==> src/rtl/uart_intf_pkg.sv <==
// Shared constants for the UART command stage: default widths and FSM state encoding.
package uart_intf_pkg;

  localparam int unsigned DBIT_DEF = 8;
  localparam int unsigned OP_W_DEF = 6;

  localparam logic [2:0] GET_A  = 3'd0;
  localparam logic [2:0] GET_B  = 3'd1;
  localparam logic [2:0] GET_OP = 3'd2;
  localparam logic [2:0] EXEC   = 3'd3;
  localparam logic [2:0] SEND   = 3'd4;

endpackage

==> src/rtl/uart_timeout_cnt.sv <==
// Idle-cycle counter with synchronous clear; tc_o pulses on the TO_CYCLES-th enabled cycle.
module uart_timeout_cnt #(
  parameter int unsigned TO_CYCLES = 1_000_000
) (
  input  logic clk_i,
  input  logic rst_ni,
  input  logic clr_i,
  input  logic en_i,
  output logic tc_o
);

  localparam int unsigned CntW = $clog2(TO_CYCLES + 1);
  localparam logic [CntW-1:0] CntLast = CntW'(TO_CYCLES - 1);

  logic [CntW-1:0] count_q, count_d;

  assign tc_o = en_i && (count_q == CntLast);

  always_comb begin
    count_d = count_q;
    if (clr_i) begin
      count_d = '0;
    end else if (en_i) begin
      count_d = tc_o ? '0 : count_q + 1'b1;
    end
  end

  always_ff @(posedge clk_i) begin
    if (!rst_ni) begin
      count_q <= '0;
    end else begin
      count_q <= count_d;
    end
  end

endmodule

==> src/rtl/uart_alu_intf.sv <==
// Pops a 3-byte frame (A, B, opcode) from the RX FIFO, drives an external ALU, pushes the result.
// Optional frame timeout enabled by defining UART_ALU_INTF_TIMEOUT_EN.
module uart_alu_intf
  import uart_intf_pkg::*;
#(
  parameter int unsigned DBIT      = DBIT_DEF,
  parameter int unsigned OP_W      = OP_W_DEF,
  parameter int unsigned TO_CYCLES = 1_000_000
) (
  input  logic            i_clk,
  input  logic            i_reset,
  input  logic            i_rx_empty,
  input  logic [DBIT-1:0] i_rx_data,
  output logic            o_rd_uart,
  input  logic            i_tx_full,
  output logic            o_wr_uart,
  output logic [DBIT-1:0] o_w_data,
  output logic [DBIT-1:0] o_alu_a,
  output logic [DBIT-1:0] o_alu_b,
  output logic [OP_W-1:0] o_alu_op,
  input  logic [DBIT-1:0] i_alu_result,
  output logic            o_busy,
  output logic            o_frame_err
);

  logic [2:0]      state_q, state_d;
  logic [DBIT-1:0] a_q, a_d;
  logic [DBIT-1:0] b_q, b_d;
  logic [OP_W-1:0] op_q, op_d;
  logic [DBIT-1:0] result_q, result_d;
  logic            frame_err_q, frame_err_d;
  logic            pop, push, to_tc;

  always_comb begin
    state_d     = state_q;
    a_d         = a_q;
    b_d         = b_q;
    op_d        = op_q;
    result_d    = result_q;
    frame_err_d = 1'b0;
    pop         = 1'b0;
    push        = 1'b0;
    unique case (state_q)
      GET_A: begin
        if (!i_rx_empty) begin
          pop     = 1'b1;
          a_d     = i_rx_data;
          state_d = GET_B;
        end
      end
      GET_B: begin
        if (!i_rx_empty) begin
          pop     = 1'b1;
          b_d     = i_rx_data;
          state_d = GET_OP;
        end else if (to_tc) begin
          frame_err_d = 1'b1;
          state_d     = GET_A;
        end
      end
      GET_OP: begin
        if (!i_rx_empty) begin
          pop     = 1'b1;
          op_d    = i_rx_data[OP_W-1:0];
          state_d = EXEC;
        end else if (to_tc) begin
          frame_err_d = 1'b1;
          state_d     = GET_A;
        end
      end
      EXEC: begin
        result_d = i_alu_result;
        state_d  = SEND;
      end
      SEND: begin
        if (!i_tx_full) begin
          push    = 1'b1;
          state_d = GET_A;
        end
      end
      default: state_d = GET_A;
    endcase
  end

  always_ff @(posedge i_clk) begin
    if (!i_reset) begin
      state_q     <= GET_A;
      a_q         <= '0;
      b_q         <= '0;
      op_q        <= '0;
      result_q    <= '0;
      frame_err_q <= 1'b0;
    end else begin
      state_q     <= state_d;
      a_q         <= a_d;
      b_q         <= b_d;
      op_q        <= op_d;
      result_q    <= result_d;
      frame_err_q <= frame_err_d;
    end
  end

`ifdef UART_ALU_INTF_TIMEOUT_EN
  logic in_mid;
  assign in_mid = (state_q == GET_B) || (state_q == GET_OP);

  uart_timeout_cnt #(
    .TO_CYCLES(TO_CYCLES)
  ) u_timeout_cnt (
    .clk_i (i_clk),
    .rst_ni(i_reset),
    .clr_i (pop || !in_mid),
    .en_i  (in_mid && i_rx_empty),
    .tc_o  (to_tc)
  );
`else
  logic unused_to_cycles;
  assign unused_to_cycles = ^TO_CYCLES;
  assign to_tc            = 1'b0;
`endif

  // Handshake strobes are combinational, so mask them while reset is held.
  assign o_rd_uart   = pop && i_reset;
  assign o_wr_uart   = push && i_reset;
  assign o_busy      = (state_q != GET_A) && i_reset;
  assign o_w_data    = result_q;
  assign o_alu_a     = a_q;
  assign o_alu_b     = b_q;
  assign o_alu_op    = op_q;
  assign o_frame_err = frame_err_q;

endmodule

==> config.mk <==
export PLATFORM = sky130hd
export DESIGN_NAME = uart_alu_intf
export DESIGN_NICKNAME = d
export VERILOG_FILES = /design/src/rtl/uart_intf_pkg.sv /design/src/rtl/uart_timeout_cnt.sv /design/src/rtl/uart_alu_intf.sv
export SDC_FILE = /design/constraint.sdc
export NUM_CORES = 1
export LEC_CHECK = 0
export BUFFER_PORTS_ARGS = -buffer_cell sky130_fd_sc_hd__buf_2
export CAP_MARGIN = 30
export CORE_ASPECT_RATIO = 1.2
export CORE_MARGIN = 2
export CORE_UTILIZATION = 51
export DETAILED_ROUTE_END_ITERATION = 8
export PLACE_DENSITY = 0.94
export SYNTH_ARGS = -nofsm -noshare
export SYNTH_HDL_FRONTEND = slang
export SYNTH_SLANG_ARGS = --single-unit
==> constraint.sdc <==
create_clock -name i_clk -period 3.3 [get_ports i_clk]
set_input_delay 0.495 -clock i_clk [delete_from_list [all_inputs] [get_ports i_clk]]
set_output_delay 0.495 -clock i_clk [all_outputs]
set_load 0.005 [all_outputs]
==> metrics.md <==
| Metric | Value |
|---|---|
| Run status | complete, no violations |
| Relative slew slack | 0.502 |
| Yosys cell types | 20 |
| Largest cells by area after synthesis | dfxtp_1 49%, mux2i_1 22%, nand2_1 13%, buf_6 3.3%, clkbuf_1 1.7% |
| Row cnt | 20 |
| CTS tree | done |
| Crit-path max FO | 7 |
| Via density | 4.85 |
| Total Wirelength | 2.66 mm |
| RSZ-0062 raised after global routing | no |
| Area of the multi-input gates | 617 µm² |
| Largest area contributor in the netlist | dfxtp_1 |
| Pre-CTS setup slack | 1.34 ns |
| GRT busiest layer | met2 |
| Total clock sinks | 33 |
| M3 GR Usage | 0.0517 |
| Worst Tran Pin Value | 0.742 ns |
| Final setup vio count | 0 |
| Worst Skew | 0.00660 ns |
| Post_cts resized | 0 |
| Sequential Area | 661 µm² |
| Fin. Hold Viols | 0 |
| I/O Pins | 54 |
| Grt met2 use | 0.336 |
| Pleak | 0.843 nW |
| Synth Cell Area | 1360 µm² |
| Vias in the first global route | 1009 |
| DIE HEIGHT | 60.5 µm |
| # fillers | 217 |
| Diodes inserted | 0 |
| Hold Path Depth | 3 |
| Crit Path Class | flop to output pin |
| Reg-to-reg slack, setup | 1.73 ns |
| CP arrival | 1.53 ns |
| Area share of the largest cell type after synthesis | 0.487 |
| Worst flop-to-flop path endpoint | o_alu_b[4] |
| Final nets | 207 |
| Min-delay worst type | input port to flop |
| Total GRT Usage | 0.199 |
| Setup Buffers After CTS | 0 |
| H-tree lvl count | 2 |
| Worst r2r path cells | 2 |
| GRT overflow | 0 |
| Critical Path RT | 2.80 ns |
| Initial Utilization | 0.537 |
| Hold wc startpoint | i_alu_result[0] |
| Gp weighted congestion | 0.780 |
| DRT Pass-1 Iters | 4 |
| Sum Neg Setup Slack | 0 ns |
| Synth warn | 0 |
| Die Wd | 51.1 µm |
| Drt drc | 0 |
| HPWL Detailed | 1.95 mm |
| Vias | 1066 |
| First-pass GRT wire length | 4.52 mm |
| Syn nets | 159 |
| Critical Path Start Type | flop |
| Placed Instances | 213 |
| Non-filler cells, final | 220 |
| Register bit total from synthesis | 33 |
| Seq/Total Area, Yosys | 0.487 |
| Period utilization | 0.613 |
| P per Cell Area | 442 nW/µm² |
| DRT iter0 DRCs | 15 |
| Crit end category | output pin |
| Fmax achieved | 494 MHz |
| Layout cells sized above 1 | 0.326 |
| CTS Buf Count | 5 |
| Area Growth Syn to Fin | 20.9% |
| Avg Inst Size Synth | 9.77 µm² |
| Post-DRT Antenna Nets | 0 |
| Die ar. | 3090 µm² |
| Commonest non-fill, non-tap cell in the layout | buf_2 |
| Core area | 2530 µm² |
| Bufs on Longest Clock Path | 2 |
| Fin util | 0.650 |
| DR WL/cell | 12.1 µm |
| Port bufs | 52 |
| Hold_buf cts | 0 |
| Worst skew pair latency | 0.31 ns |
| Largest net degree at the start of global routing | 38 |
| Worst vdd ir | 0.280 mV |
| WHS Endpoint | o_w_data[0] |
| MaxCap Viol Count | 0 |
| Met1 Use GR | 0.232 |
| Clk root buf | clkbuf_4 |
| Final Max Slew Viols | 0 |
| Most frequent cells in the layout | 52 x buf_2, 47 x nand2_1, 33 x dfxtp_1 |
| CTS clock-pin slew for the worst setup and hold paths | 0.09 ns |
| Initial antenna violation count | 0 |
| Reg-to-Reg Start | state_q[0] |
| Tmin final | 2.02 ns |
| Cell count after synthesis | 139 |
| Final WS setup | 1.28 ns |
## where the power goes
part | internal [W] | switching [W] | leakage [nW]
clock network | 0.000101 | 0.000119 | 0.0314
logic | 0.0000397 | 0.0000411 | 0.543
registers | 0.000414 | 0.0000116 | 0.268
## kinds of logic (layout without fill, tap and decap cells)
logic type | Yosys count | in the layout | share of synthesized area
DFF | 33 | 33 | 0.487
AOI/OAI and AO/OA | 5 | 5 | 0.0258
muxes | 30 | 30 | 0.221
and+or+nand+nor | 58 | 58 | 0.205
other | 1 | 1 | 0.00276
buffers and inverters | 12 | 60 | 0.0590
## critical path, stage by stage, from the launching register on
cell and delay, ns:
dfxtp_1 0.46, or3b_1 0.42, nor3b_1 0.20, buf_2 0.14
## metrics by stage
stage                     power (W)  instance area (µm²)  hold WS (ns)
after floorplan            0.000486                 1360         0.451
after global placement     0.000513                 1590         0.442
after detailed placement   0.000515                 1590         0.451
after CTS                  0.000733                 1640         0.401
after global routing       0.000762                 1640         0.413
final                      0.000725                 1640         0.413
## metal layers
metal / vias up / routed length, µm
li1: 550 / -
met1: 479 / 1140
met2: 30 / 1310
met3: 7 / 145
met4: 0 / 65
met5: - / 0
## how the worst max path moves through the flow
stage	start	slack (ns)	endpoint
2_1_floorplan	i_reset	1.62	o_wr_uart
3_5_place_dp	i_reset	1.34	o_wr_uart
4_1_cts	state_q[2]	1.26	o_wr_uart
3_3_place_gp	i_reset	1.37	o_wr_uart
6_report	state_q[2]	1.28	o_wr_uart
5_1_grt	state_q[2]	1.13	o_wr_uart
## layout make-up
class                   instances  area share
well taps                      33      0.0252
repair buffers                 53       0.163
clock buffers                   7      0.0335
multi-input cells              94       0.376
flip-flops and latches         33       0.402
## registers in the layout (all words and copies together) (netlist names)
signal    flops
o_alu_a       8
o_alu_b       8
o_w_data      8
o_alu_op      6
state_q       3
## synth_stat cells
library cell / instances
nand2_1: 47
dfxtp_1: 33
mux2i_1: 30
clkbuf_1: 6
buf_6: 4
a21oi_1: 2
nand2b_1: 2
or3b_1: 2
or4b_1: 2
a211oi_1: 1
and3b_1: 1
buf_2: 1
buf_4: 1
conb_1: 1
nand3b_1: 1
nor3b_1: 1
nor4_4: 1
o2bb2ai_1: 1
o31a_1: 1
or2_2: 1
(Power assumes the default switching activity.)
